===== src/rtl/music_pkg.sv =====
// Shared types and 25 MHz note divider constants for the musicbox design.
package music_pkg;

  typedef enum logic {
    ST_IDLE = 1'b0,
    ST_PLAY = 1'b1
  } state_t;

  localparam int unsigned CLK_HZ = 25_000_000;

  // Half-period divider for a tone: the counter runs 0..div, so subtract one.
  function automatic int unsigned half_period_div(input int unsigned freq_hz);
    return CLK_HZ / (2 * freq_hz) - 1;
  endfunction

  localparam int unsigned NOTE_REST = 0;
  localparam int unsigned NOTE_A4   = half_period_div(440);
  localparam int unsigned NOTE_B4   = half_period_div(494);
  localparam int unsigned NOTE_C5   = half_period_div(523);
  localparam int unsigned NOTE_D5   = half_period_div(587);
  localparam int unsigned NOTE_E5   = half_period_div(659);

endpackage


===== src/rtl/tone_divider.sv =====
// Square-wave generator: toggles sq every div+1 cycles; div=0 holds sq low (rest).
module tone_divider #(
  parameter int DIV_WIDTH = 15
) (
  input  logic                 clk,
  input  logic                 reset,
  input  logic                 clear,
  input  logic [DIV_WIDTH-1:0] div,
  output logic                 sq
);

  logic [DIV_WIDTH-1:0] r_cnt;
  logic                 r_sq;

  always_ff @(posedge clk) begin
    if (reset || clear || (div == '0)) begin
      r_cnt <= '0;
      r_sq  <= 1'b0;
    end else if (r_cnt == div) begin
      r_cnt <= '0;
      r_sq  <= ~r_sq;
    end else begin
      r_cnt <= r_cnt + 1'b1;
    end
  end

  assign sq = r_sq;

endmodule


===== src/rtl/tone_sequencer.sv =====
// Programmable melody player: steps through a note table, driving the
// speaker via tone_divider, with optional looping and start/stop control.
//
// state | meaning
// IDLE  | silent, counters held at 0, waiting for start
// PLAY  | playing table[note_idx], advancing on each note end
module tone_sequencer
  import music_pkg::*;
#(
  parameter int DIV_WIDTH = 15,
  parameter int DUR_WIDTH = 24,
  parameter int DEPTH     = 16,
  parameter int ADDR_W    = $clog2(DEPTH)
) (
  input  logic                 clk,
  input  logic                 reset,
  input  logic                 wr_en,
  input  logic [ADDR_W-1:0]    wr_addr,
  input  logic [DIV_WIDTH-1:0] wr_div,
  input  logic [DUR_WIDTH-1:0] wr_dur,
  input  logic [ADDR_W-1:0]    last_idx,
  input  logic                 loop,
  input  logic                 start,
  input  logic                 stop,
  output logic                 speaker,
  output logic                 busy,
  output logic [ADDR_W-1:0]    note_idx,
  output logic                 done
);

  logic [DIV_WIDTH-1:0] r_tbl_div [DEPTH];
  logic [DUR_WIDTH-1:0] r_tbl_dur [DEPTH];

  state_t               r_state;
  state_t               w_next_state;
  logic [ADDR_W-1:0]    r_idx;
  logic [ADDR_W-1:0]    w_next_idx;
  logic [DIV_WIDTH-1:0] r_cur_div;
  logic [DUR_WIDTH-1:0] r_cur_dur;
  logic [DUR_WIDTH-1:0] r_dur_cnt;
  logic                 r_done;

  logic w_note_end;
  logic w_load;
  logic w_clear;
  logic w_done_set;

  // Loads read the table combinationally before the edge, so a same-cycle
  // write to the loaded index is seen only on its next load.
  always_ff @(posedge clk) begin
    if (reset) begin
      for (int i = 0; i < DEPTH; i++) begin
        r_tbl_div[i] <= '0;
        r_tbl_dur[i] <= '0;
      end
    end else if (wr_en) begin
      r_tbl_div[wr_addr] <= wr_div;
      r_tbl_dur[wr_addr] <= wr_dur;
    end
  end

  always_ff @(posedge clk) begin
    if (reset) begin
      r_state <= ST_IDLE;
    end else begin
      r_state <= w_next_state;
    end
  end

  always_comb begin
    w_next_state = r_state;
    w_next_idx   = r_idx;
    w_load       = 1'b0;
    w_clear      = 1'b1;
    w_done_set   = 1'b0;
    w_note_end   = (r_state == ST_PLAY) && (r_dur_cnt == r_cur_dur);

    case (r_state)
      ST_IDLE: begin
        if (start && !stop) begin
          w_next_state = ST_PLAY;
          w_next_idx   = '0;
          w_load       = 1'b1;
        end
      end
      ST_PLAY: begin
        w_clear = 1'b0;
        if (stop) begin
          w_next_state = ST_IDLE;
          w_clear      = 1'b1;
        end else if (w_note_end) begin
          // Every note boundary restarts tone phase and duration from zero.
          w_clear = 1'b1;
          if (r_idx != last_idx) begin
            w_next_idx = r_idx + 1'b1;
            w_load     = 1'b1;
          end else if (loop) begin
            w_next_idx = '0;
            w_load     = 1'b1;
          end else begin
            w_next_state = ST_IDLE;
            w_done_set   = 1'b1;
          end
        end
      end
      default: w_next_state = ST_IDLE;
    endcase
  end

  always_ff @(posedge clk) begin
    if (reset) begin
      r_idx     <= '0;
      r_cur_div <= '0;
      r_cur_dur <= '0;
      r_dur_cnt <= '0;
      r_done    <= 1'b0;
    end else begin
      r_idx  <= w_next_idx;
      r_done <= w_done_set;
      if (w_load) begin
        r_cur_div <= r_tbl_div[w_next_idx];
        r_cur_dur <= r_tbl_dur[w_next_idx];
      end
      if (w_clear) begin
        r_dur_cnt <= '0;
      end else begin
        r_dur_cnt <= r_dur_cnt + 1'b1;
      end
    end
  end

  tone_divider #(
    .DIV_WIDTH(DIV_WIDTH)
  ) u_tone_divider (
    .clk   (clk),
    .reset (reset),
    .clear (w_clear),
    .div   (r_cur_div),
    .sq    (speaker)
  );

  assign busy     = (r_state == ST_PLAY);
  assign note_idx = r_idx;
  assign done     = r_done;

endmodule


===== config.mk =====
export PLATFORM = sky130hd
export DESIGN_NAME = tone_sequencer
export DESIGN_NICKNAME = d
export VERILOG_FILES = /design/src/rtl/music_pkg.sv /design/src/rtl/tone_divider.sv /design/src/rtl/tone_sequencer.sv
export SDC_FILE = /design/constraint.sdc
export NUM_CORES = 1
export LEC_CHECK = 0
export ABC_CLOCK_PERIOD_IN_PS = 5900
export BUFFER_PORTS_ARGS = -buffer_cell sky130_fd_sc_hd__buf_4
export CAP_MARGIN = 20
export CORE_MARGIN = 5
export CORE_UTILIZATION = 50
export CTS_CLUSTER_DIAMETER = 40
export DETAILED_ROUTE_END_ITERATION = 8
export GPL_TIMING_DRIVEN = 0
export PLACE_DENSITY = 0.74
export SYNTH_ARGS = -nofsm -noshare
export SYNTH_HDL_FRONTEND = slang
export SYNTH_SLANG_ARGS = --single-unit
export TNS_END_PERCENT = 10

===== constraint.sdc =====
create_clock -name clk -period 5.9 [get_ports clk]
set_input_delay 0.59 -clock clk [delete_from_list [all_inputs] [get_ports clk]]
set_output_delay 0.59 -clock clk [all_outputs]
set_load 0.01 [all_outputs]

==> flow_summary.ini <==
[outcome]
status = finished clean

[die]
pin_count = 60
die-width_um = 265
start_util_pct = 50.5
die_h_um = 265
dieArea_um2 = 70500
core_um2 = 64600
num_rows = 93

[critical_path]
r2r_setup_slack_ns = 1.83
crit_chain = xnor2_1 > nand4_1 > o211ai_1 > or4_1 > o211ai_2 > buf_6 > nor2_1 > buf_2 > buf_1 > nand3_1 > a31o_1
crit_required_ns = 6.42
cp_max_fo = 10
startpoint_type = flop
crit_slowest_cell = buf_1
cp_data_arrival_time_ns = 4.59
critical-path-max-stage-delay_ns = 0.57
end_kind = flop
path_class = flop to flop

[synthesis]
synth_area_um2 = 32600
yosys.area.top_type = edfxtp_1
synth-edff-count = 624
avgSynthCellArea_um2 = 12.6
synthTopCellsByArea = edfxtp_1, and2_1, mux2i_1
synth_common_cells = and2_1, edfxtp_1, nand2_1
synth_top_area_share_pct = 57.4
yosysWarningCount = 0
seq_area_frac_synth_pct = 62.6
synthFlopType = edfxtp_1
yosysMostFrequentCell = and2_1
synthCells = 2586
syn-num-nets = 2642
synth_cell_types = 55
async_reset_ff_share_pct = 0
ys_ff_latch = 709

[sta]
slew_headroom_pct = 25.4
fmax_ghz = 0.246
worstMarginPinSlew_ns = 1.12
period_needed_ns = 4.07
fin_skew_ns = 0.0273
period_share_pct = 68.9
drv_slew = 0
rsz0062_at_grt = no
setup_tns_ns = 0
setup_viol = 0
hold_violations = 0

[final_layout]
layout-drive-gt1-share_pct = 14.2
syn_to_final_growth_pct = 15.9
fin_util_pct = 58.5
nets = 2811

[cts]
root_buffer = clkbuf_16
cts_hold_buf = 0
cts_buffers = 94
clkSinkCount = 709
cts-htree-levels = 3
clock_path_buffers = 3
clock_latency_ns = 0.65
cts.reportedPaths.clkPinSlew_ns = 0.06
cts_tree = built
ctsResizeCount = 0
cts_setup_buffers = 0

[power]
power_w = 0.0123
vdd_ir_drop_max_mv = 0.263
p_leak_nw = 13.6
power_density_nw_per_um2 = 326

[global_routing]
grt_pass1_wl_mm = 137
antenna_found_initial = 6
grtUsageTotal_pct = 26.0
grt_pass1_vias = 21300
grt_max_degree = 40
overflow = 0

[place]
port_buffers = 58
gp_congestion = 0.982
dpl.hpwl_mm = 64.8

[routing]
final_antenna_net_count = 0
via_per_inst = 5.87
wl_per_cell_um = 25.3
drt_iter0_drc = 3065
vias = 21700
drt_wl_total_mm = 93.6
drc = 0
drt_pass1_iterations = 6

[min_path]
hp-class = input port to flop

[flow_run]
max-cap-violations = 0
critical path: cells and delay by family, from the launching register on:
kind / cells / cell delay, ns
AO/OA/AOI/OAI: 3 / 0.84
flip-flops: 1 / 0.44
XOR/XNOR: 1 / 0.47
AND/OR/NAND/NOR: 4 / 0.91
buffers and inverters: 3 / 1.25
state kept, by name, summed over array words and instances, names as in the netlist:
signal / cells
busy: 1
done: 1
note_idx: 4
r_cur_div: 15
r_cur_dur: 24
r_dur_cnt: 24
r_tbl_div: 240
r_tbl_dur: 384
u_tone_divider.r_cnt: 15
u_tone_divider.sq: 1
through the flow:
step / setup WS (ns) / area [um2] / hold slack, ns / cells
floorplan: 3.17 / 32600 / 0.447 / 2586
global placement: 1.85 / 34100 / 0.480 / 3499
detailed placement: 1.78 / 34300 / 0.499 / 3505
CTS: 2.03 / 37600 / 0.234 / 3683
global route: 1.76 / 37800 / 0.251 / 3692
finish: 1.83 / 37800 / 0.261 / 3697
layout by cell type, fill, tap and decap left out, types with 5 or more instances in the layout:
cell	netlist	final
nor2_1	73	73
clkinvlp_4	0	9
o221ai_1	38	38
nand2b_1	6	6
clkinv_1	0	8
o2111ai_1	38	38
nand3_1	128	128
inv_6	0	11
nand2_1	229	229
buf_2	32	32
buf_6	15	15
and2_1	626	626
a31oi_1	38	38
edfxtp_1	624	624
nor4_1	11	11
buf_12	0	13
clkbuf_1	143	150
clkbuf_16	0	98
a31o_1	38	38
diode_2	0	5
clkinv_2	0	6
xnor2_1	16	16
or2_2	17	17
nand4_1	12	12
clkinv_4	0	15
buf_4	16	74
dfxtp_1	85	85
nor3_1	8	8
and3_1	6	6
mux2i_1	193	193
bufinv_16	0	11
mux2_2	76	76
xor2_1	63	63
cell families after synthesis:
logic type | Yosys count | synth area share [%]
multiplexers | 269 | 8.54
XOR/XNOR | 79 | 2.12
adder cells (fa/ha/maj) | 3 | 0.115
flip-flops | 709 | 62.6
AND/OR/NAND/NOR | 1138 | 19.1
AO/OA/AOI/OAI | 173 | 4.31
buffers and inverters | 215 | 3.16
layer usage:
layer | share of wire [%] | vias to the layer above | global-route usage (%)
li1 | - | 9591 | -
met1 | 39 | 10700 | 36.0
met2 | 47 | 1215 | 41.5
met3 | 11 | 163 | 5.59
met4 | 3.0 | 6 | 8.43
met5 | 0.041 | - | 0
area by class of cell:
class                      instances  area [um2]
tap                              855        1070
clock inverter                    72         848
inverter                           4        15.0
sequential                       709       20400
timing repair buffer              73         751
buffer                           211        1020
fill                            4917       26800
multi-input combinational       1662       11200
antenna                            5        12.5
clock buffer                     106        2490
power breakdown:
part / total (W) / internal [W] / switching [W]
registers: 0.00581 / 0.00572 / 0.0000950
clock network: 0.00595 / 0.00360 / 0.00235
logic: 0.000561 / 0.000180 / 0.000381
total: 0.0123 / 0.00950 / 0.00283
worst paths after layout:
| path | start | to | depth (start not counted) |
|---|---|---|---|
| max | note_idx[2]$_SDFF_PP0_ | r_cur_dur[16]$_SDFFE_PP0P_ | 11 |
| min reg2reg | r_cur_dur[19]$_SDFFE_PP0P_ | r_cur_dur[19]$_SDFFE_PP0P_ | 2 |
| max reg2reg | note_idx[2]$_SDFF_PP0_ | r_cur_dur[16]$_SDFFE_PP0P_ | 11 |
| min | wr_dur[20] | r_tbl_dur[11][20]$_SDFFCE_PN0P_ | 2 |
Power figures use the tool's default switching activity.
